--- src/rtl/cpu_defs.sv ---
// Shared definitions for the instruction fetch path: default widths,
// reset address and the fetch FSM state encoding.
package cpu_defs;

  localparam int unsigned ADDR_WIDTH  = 8;
  localparam int unsigned INSTR_WIDTH = 15;
  localparam int unsigned RESET_ADDR  = 0;

  typedef enum logic [1:0] {
    IDLE = 2'd0,
    REQ  = 2'd1,
    LOAD = 2'd2
  } fetch_state_t;

endpackage

--- src/rtl/program_counter.sv ---
// Program counter register: jump load has priority over increment,
// increment wraps modulo 2^ADDR_WIDTH.
module program_counter
  import cpu_defs::*;
#(
  parameter int unsigned ADDR_WIDTH = cpu_defs::ADDR_WIDTH,
  parameter int unsigned RESET_ADDR = cpu_defs::RESET_ADDR
) (
  input  logic                  i_clk,
  input  logic                  i_rst,
  input  logic                  i_load_en,
  input  logic [ADDR_WIDTH-1:0] i_load_addr,
  input  logic                  i_inc_en,
  output logic [ADDR_WIDTH-1:0] o_pc
);

  localparam logic [ADDR_WIDTH-1:0] RESET_PC = ADDR_WIDTH'(RESET_ADDR);

  logic [ADDR_WIDTH-1:0] r_pc;

  // PC update: jump target load, else post-fetch increment.
  always_ff @(posedge i_clk or posedge i_rst) begin
    if (i_rst) begin
      r_pc <= RESET_PC;
    end else if (i_load_en) begin
      r_pc <= i_load_addr;
    end else if (i_inc_en) begin
      r_pc <= r_pc + 1'b1;
    end
  end

  assign o_pc = r_pc;

endmodule

--- src/rtl/instruction_fetch.sv ---
// Instruction fetch unit: holds the PC, reads words from instruction memory
// over a req/ack handshake and delivers each with a one-cycle load strobe.
// A single-entry pending slot buffers one fetch request raised while busy.
module instruction_fetch
  import cpu_defs::*;
#(
  parameter int unsigned ADDR_WIDTH  = cpu_defs::ADDR_WIDTH,
  parameter int unsigned INSTR_WIDTH = cpu_defs::INSTR_WIDTH,
  parameter int unsigned RESET_ADDR  = cpu_defs::RESET_ADDR
) (
  input  logic                   clk,
  input  logic                   reset,
  input  logic                   next,
  input  logic                   jump_en,
  input  logic [ADDR_WIDTH-1:0]  jump_addr,
  input  logic                   halt,
  output logic                   mem_req,
  output logic [ADDR_WIDTH-1:0]  mem_addr,
  input  logic                   mem_ack,
  input  logic [INSTR_WIDTH-1:0] mem_data,
  output logic [INSTR_WIDTH-1:0] instr,
  output logic                   instr_load,
  output logic [ADDR_WIDTH-1:0]  pc,
  output logic                   busy
);

  fetch_state_t           r_state;
  logic                   r_mem_req;
  logic                   r_instr_load;
  logic                   r_busy;
  logic [INSTR_WIDTH-1:0] r_instr;
  logic                   r_pending;
  logic                   r_pending_jump;
  logic [ADDR_WIDTH-1:0]  r_pending_addr;

  logic                   w_accept_idle;
  logic                   w_accept_load;
  logic                   w_jump_sel;
  logic [ADDR_WIDTH-1:0]  w_jump_target;
  logic                   w_pc_load;
  logic                   w_pc_inc;
  logic [ADDR_WIDTH-1:0]  w_pc;

  // Start-of-fetch decisions and jump target selection. In IDLE a fresh
  // next takes precedence over an older retained pending request.
  always_comb begin
    w_accept_idle = (r_state == IDLE) && (next || r_pending) && !halt;
    w_accept_load = (r_state == LOAD) && r_pending && !halt;
    w_jump_sel    = r_pending_jump;
    w_jump_target = r_pending_addr;
    if ((r_state == IDLE) && next) begin
      w_jump_sel    = jump_en;
      w_jump_target = jump_addr;
    end
    w_pc_load = (w_accept_idle || w_accept_load) && w_jump_sel;
    w_pc_inc  = (r_state == REQ) && mem_ack;
  end

  program_counter #(
    .ADDR_WIDTH(ADDR_WIDTH),
    .RESET_ADDR(RESET_ADDR)
  ) u_pc (
    .i_clk      (clk),
    .i_rst      (reset),
    .i_load_en  (w_pc_load),
    .i_load_addr(w_jump_target),
    .i_inc_en   (w_pc_inc),
    .o_pc       (w_pc)
  );

  // Fetch FSM with registered outputs and pending-request bookkeeping.
  always_ff @(posedge clk or posedge reset) begin
    if (reset) begin
      r_state        <= IDLE;
      r_mem_req      <= 1'b0;
      r_instr_load   <= 1'b0;
      r_busy         <= 1'b0;
      r_instr        <= '0;
      r_pending      <= 1'b0;
      r_pending_jump <= 1'b0;
      r_pending_addr <= '0;
    end else begin
      r_instr_load <= 1'b0;
      case (r_state)
        IDLE: begin
          // next under halt is dropped; a retained pending stays put.
          if (w_accept_idle) begin
            r_state   <= REQ;
            r_mem_req <= 1'b1;
            r_busy    <= 1'b1;
            r_pending <= 1'b0;
          end
        end
        REQ: begin
          if (next) begin
            r_pending      <= 1'b1;
            r_pending_jump <= jump_en;
            r_pending_addr <= jump_addr;
          end
          if (mem_ack) begin
            r_instr      <= mem_data;
            r_instr_load <= 1'b1;
            r_mem_req    <= 1'b0;
            r_state      <= LOAD;
          end
        end
        LOAD: begin
          if (w_accept_load) begin
            r_state   <= REQ;
            r_mem_req <= 1'b1;
            r_pending <= 1'b0;
          end else begin
            r_state <= IDLE;
            r_busy  <= 1'b0;
          end
          // A next in the consuming cycle re-arms the slot (overrides clear).
          if (next) begin
            r_pending      <= 1'b1;
            r_pending_jump <= jump_en;
            r_pending_addr <= jump_addr;
          end
        end
        default: begin
          r_state   <= IDLE;
          r_mem_req <= 1'b0;
          r_busy    <= 1'b0;
        end
      endcase
    end
  end

  assign mem_req    = r_mem_req;
  assign mem_addr   = w_pc;
  assign pc         = w_pc;
  assign instr      = r_instr;
  assign instr_load = r_instr_load;
  assign busy       = r_busy;

endmodule

--- config.mk ---
export PLATFORM = sky130hd
export DESIGN_NAME = instruction_fetch
export DESIGN_NICKNAME = d
export VERILOG_FILES = /design/src/rtl/cpu_defs.sv /design/src/rtl/program_counter.sv /design/src/rtl/instruction_fetch.sv
export SDC_FILE = /design/constraint.sdc
export NUM_CORES = 1
export LEC_CHECK = 0
export CAP_MARGIN = 20
export CELL_PAD_IN_SITES_DETAIL_PLACEMENT = 2
export CELL_PAD_IN_SITES_GLOBAL_PLACEMENT = 2
export CORE_MARGIN = 2
export CORE_UTILIZATION = 31
export CTS_CLUSTER_SIZE = 10
export DETAILED_ROUTE_END_ITERATION = 6
export PLACE_DENSITY = 0.86
export SLEW_MARGIN = 20
export SYNTH_ARGS = -nofsm -noshare
export SYNTH_HDL_FRONTEND = slang
export SYNTH_SLANG_ARGS = --single-unit
--- constraint.sdc ---
create_clock -name clk -period 4.6 [get_ports clk]
set_clock_uncertainty 0.15 [all_clocks]
set_input_delay 0.92 -clock clk [delete_from_list [all_inputs] [get_ports clk]]
set_output_delay 0.92 -clock clk [all_outputs]
set_load 0.01 [all_outputs]
# Yosys cells after proc, flatten, opt, wreduce, memory -nomap -nowiden

Index checks and enable logic that the tools add are counted.

Bits in registers: 38
Bits of input ports: 29
Logic and storage cells: 60

Add/sub/neg operators: 1
Equality and inequality tests: 8
Mux-type cells: 21
Bitwise logic cells: 1
Reduce and logical (&&, ||, !) cells: 20

Operator list:

| kind                                                                  | count |
|---|---|
| 8-bit 2-to-1 mux                                                      | 3 |
| 1-bit 2-to-1 mux                                                      | 12 |
| 2-bit inequality test, second input constant                          | 5 |
| 1-bit one-hot mux with 3 select lines                                 | 3 |
| 8-bit by 1-bit adder with 8-bit output, second input constant         | 1 |
| 1-bit logical AND                                                     | 7 |
| 2-bit one-hot mux with 3 select lines                                 | 1 |
| 2-bit AND reduction                                                   | 3 |
| 3-bit AND reduction                                                   | 2 |
| 2-bit 2-to-1 mux                                                      | 2 |
| 4-bit AND reduction                                                   | 1 |
| 3-bit inequality test, second input constant                          | 1 |
| 3-bit nonzero test                                                    | 1 |
| 2-bit by 1-bit equality test with 1-bit output, second input constant | 1 |
| 2-bit equality test, second input constant                            | 1 |
| 2-bit zero test                                                       | 1 |
| 1-bit logical OR                                                      | 2 |
| 2-bit nonzero test                                                    | 1 |
| 2-bit OR reduction                                                    | 1 |
| 1-bit zero test                                                       | 1 |
| 1-bit NOT                                                             | 1 |

# Longest topological paths before layout

Depth in word-level cells: 6
Gate-level depth with buffers: 7
Depth with buffers taken out: 6

# Cells and area by module

From an unflattened synthesis, not the netlist that was laid out.

Cell total of the unflattened synthesis: 160
Area total of the unflattened synthesis: 1923.1 um^2

Modules (own cells, without submodules):

| module            | times used | cells each | area each (um^2) | seq. area each (um^2) |
|---|---|---|---|---|
| instruction_fetch | 1          | 110        | 1477.7           | 750.7 |
| program_counter   | 1          | 50         | 445.4            | 200.2 |

# Worst setup path after synthesis

No wires, ideal clock.

Kind: input -> register
From: input port next
To: register u_pc.r_pc[0], in the netlist u_pc.o_pc[0]
Arrival time: 1.760 ns
Required time: 4.371 ns
Setup slack: 2.610 ns
Cell stages on the path: 4
Buffers on the path: 1
Cell sequence: buf_6 nand2_8 o32ai_4 mux2i_1

Cells in the longest elaborated chain, start to end: 6

RTL lines:

| element                                                       | RTL line                | RTL |
|---|---|---|
| start: declaration                                            | instruction_fetch.sv:13 | `input logic next,` |
| 1-bit logical OR                                              | instruction_fetch.sv:47 | `w_accept_idle = (r_state == IDLE) && (next \|\| r_pending) && !halt;` |
| 1-bit logical AND (2 in series)                               | instruction_fetch.sv:47 |  |
| 1-bit logical OR                                              | instruction_fetch.sv:55 | `w_pc_load = (w_accept_idle \|\| w_accept_load) && w_jump_sel;` |
| 1-bit logical AND                                             | instruction_fetch.sv:55 |  |
| 8-bit 2-to-1 mux / 2-bit nonzero test (equally long branches) | n/a                     |  |
| end signal: assignment                                        | program_counter.sv:26   | `r_pc <= i_load_addr;` |
| end signal: assignment                                        | program_counter.sv:28   | `r_pc <= r_pc + 1'b1;` |
| end: declaration                                              | program_counter.sv:19   | `logic [ADDR_WIDTH-1:0] r_pc;` |

Several ways; a longest one is shown, not always the timed one.
A chain may end at the register's enable or synchronous reset.

# Final worst setup path

From: input port mem_ack
To: register u_pc.r_pc[6], in the netlist u_pc.o_pc[6]

Cells in the longest elaborated chain, start to end: 2

RTL lines:

| element                             | RTL line                | RTL |
|---|---|---|
| start: declaration                  | instruction_fetch.sv:19 | `input logic mem_ack,` |
| 1-bit logical AND                   | instruction_fetch.sv:56 | `w_pc_inc = (r_state == REQ) && mem_ack;` |
| 2-bit nonzero test (no source line) | n/a                     |  |

Every way passes these cells.

==> results.cfg <==
[critical_path]
cp_top_family = simple AND/OR/NAND/NOR gates
startpoint = mem_ack
startpoint_type = input port
critPathMaxFanout = 21
critPathMaxStageDelay_ps = 740
cp.arrival_ps = 2720
cp-end-kind = flip-flop
cp_num_buf_inv = 1
reg2reg_from = r_state[1]$_DFFE_PP0P_
critPathKind = input port to flip-flop
path_cells = clkdlybuf4s50_1, and2_1, and4_1, xnor2_1, mux2i_1
crit_path_top_delay_cell = and2_1
required_ps = 4600

[place]
routabilityCongestion = 0.734
io_buffers = 62
hpwlAfterDp_um = 3490
post-place-ws_ps = 1510
dp_cells = 275

[routing]
routed_wl_um = 4530
drc_errors = 0
postRouteAntennaNets = 0
vias = 1362
wl_per_cell_um = 16.0
drt_iter0_drc = 32
drt_pass1_iterations = 3
post_drt_via_cell_ratio = 4.80

[synth]
synth_area_um2 = 1900
syn_avg_cell_area_um2 = 12.7
yosys_register_bits = 38
yosys_most_used_dff = dfrtp_1
synth_area_leaders = dfrtp_1, mux2_2, mux2i_1, buf_4, ha_1
seq_area_frac_synth = 0.500
synth_fp_nets = 184
yosys.cell_count.top_type = dfrtp_1
yosysWarnings = 0
synthTopCellsByCount = dfrtp_1, mux2_2, mux2i_1, buf_4, inv_1
synthCells = 150
synthDistinctLibCells = 32
synth_top_area_cell = dfrtp_1
synthArstFlopShare = 1.00
yosysTopAreaCellShare = 0.500
synth_edf_count = 0

[clock_tree]
clk_pin_slew_ps = 70
clock_sinks = 38
clk_path_buf_depth = 2
cts_root_buf = clkbuf_8
ctsHoldBuffers = 0
numCtsBuffers = 5
cts_tree = yes
cts_setup_buffers = 0
insertion_delay_ps = 280
ctsHtreeMaxLevel = 2
cts.repair.resized = 0

[sta]
setup_tns_ps = 0
maxSlewHeadroom = 0.396
tightestPinTransition_ps = 906
hold_violations = 0
finalSetupViolations = 0
slew_viol_final = 0
fin_crit_ps = 2720
layout_worst_path_cycle_share = 0.592
setup_ws_ps = 1880
hold_ws_ps = 350
fmax_mhz = 367
rsz0062_at_grt = false

[floorplanning]
start_util = 0.321
core_area_um2 = 5920
design.die.area_um2 = 6780
ioPinCount = 63
num_rows = 28
die_w_um = 82.3
die_h_um = 82.3

[power]
seqPwrFrac = 0.356
ir_drop_v = 0.000233
p_leak_nw = 1.10
power_mw = 1.77
clock_power_share = 0.133
power_density_nw_per_um2 = 669
internal_power_mw = 1.15
p_switching_uw = 623
p_sw_frac = 0.352
combinationalPowerShare = 0.510

[global_route]
grt-ovfl-total = 0
antenna_found_initial = 0
grt_use_total = 0.145
grt_pass1_vias = 1495
grt_max_degree = 27
grt_pass1_wl_um = 7380

[cells_and_area]
final_cell_count_no_fill = 284
drive_gt1_frac = 0.177
diodes = 0
nets = 242
n_fill_cell = 592
areaGrowthSynthToFinish_pct = 38.9

[worst_hold_path]
hold_class = flip-flop to flip-flop
min_from = r_pending_jump$_DFFE_PP0P_

[job]
maxCapViolations = 0

[run_status]
status = finished clean
==> sequential cells by signal, indices dropped and copies added (netlist names) <==
register / flops
mem_req: 1
r_pending_addr: 8
r_state: 2
r_pending: 1
instr: 15
r_pending_jump: 1
u_pc.o_pc: 8
instr_load: 1
busy: 1
==> cell type report <==
cell class                      count  area, um^2  area share
Timing Repair Buffer               64         656       0.248
Sequential cell                    38         951       0.360
Clock buffer                        7        86.3      0.0327
Clock inverter                      1        5.00     0.00189
Multi-Input combinational cell     92         825       0.312
Inverter                            7        26.3     0.00994
Tap cell                           75        93.8      0.0355
==> worst register-to-register path: cells and delay by family, from the launching register on <==
kind | cells | cell delay (ps)
muxes | 1 | 90
DFF | 1 | 420
adders and majority gates | 1 | 270
and+or+nand+nor | 2 | 1090
buffers and inverters | 1 | 90
xor gates and xnor gates | 1 | 120
==> metrics by stage <==
step            util  instance area (um^2)
2_1_floorplan      -                  1900
3_3_place_gp   0.426                  2520
3_5_place_dp   0.426                  2520
4_1_cts        0.442                  2620
5_1_grt        0.446                  2640
6_report       0.446                  2640
==> power groups by stage <==
stage               clock, mW  combinational (mW)  sequential [mW]
floorplan                   0               0.497            0.663
global placement            0               0.876            0.625
detailed placement          0               0.909            0.641
CTS                     0.248               0.915            0.634
global route            0.259               0.983            0.658
finish                  0.236               0.903            0.630
==> layer usage <==
metal  global-route usage  wire, um
met1                0.185      1910
met2                0.232      2280
met3               0.0500       308
met4               0.0450        42
met5                    0         0
==> placed cells by master, fill, tap and decap left out, types with 2 or more instances in the layout <==
| master | n |
|---|---|
| a21oi_1 | 6 |
| and4_1 | 2 |
| clkbuf_8 | 6 |
| clkdlybuf4s50_1 | 62 |
| dfrtp_1 | 38 |
| ha_1 | 5 |
| inv_1 | 6 |
| mux2_2 | 23 |
| mux2i_1 | 17 |
| nand2_1 | 6 |
| nand4_1 | 2 |
| nor2_1 | 3 |
| nor2b_1 | 2 |
| nor3_1 | 2 |
| o21ai_0 | 3 |
| xnor2_1 | 2 |
| xor2_1 | 5 |
==> final timing paths <==
kind	cells past startpoint	to	slack, ps
max reg2reg	6	u_pc.o_pc[6]$_DFFE_PP0P_	2240
min in group asynchronous	2	instr[7]$_DFFE_PP0P_	740
max in group asynchronous	3	r_pending_addr[1]$_DFFE_PP0P_	3060
min	2	r_pending_jump$_DFFE_PP0P_	350
max	5	u_pc.o_pc[6]$_DFFE_PP0P_	1880
min reg2reg	2	r_pending_jump$_DFFE_PP0P_	350
==> logic make-up after synthesis <==
| kind of cell | synth area share |
|---|---|
| muxes | 0.226 |
| DFF | 0.500 |
| and+or+nand+nor | 0.0730 |
| buffers and inverters | 0.0664 |
| AOI/OAI and AO/OA | 0.0697 |
| xor gates and xnor gates | 0.0322 |
| adders and majority gates | 0.0329 |
Power figures use the tool's default switching activity.
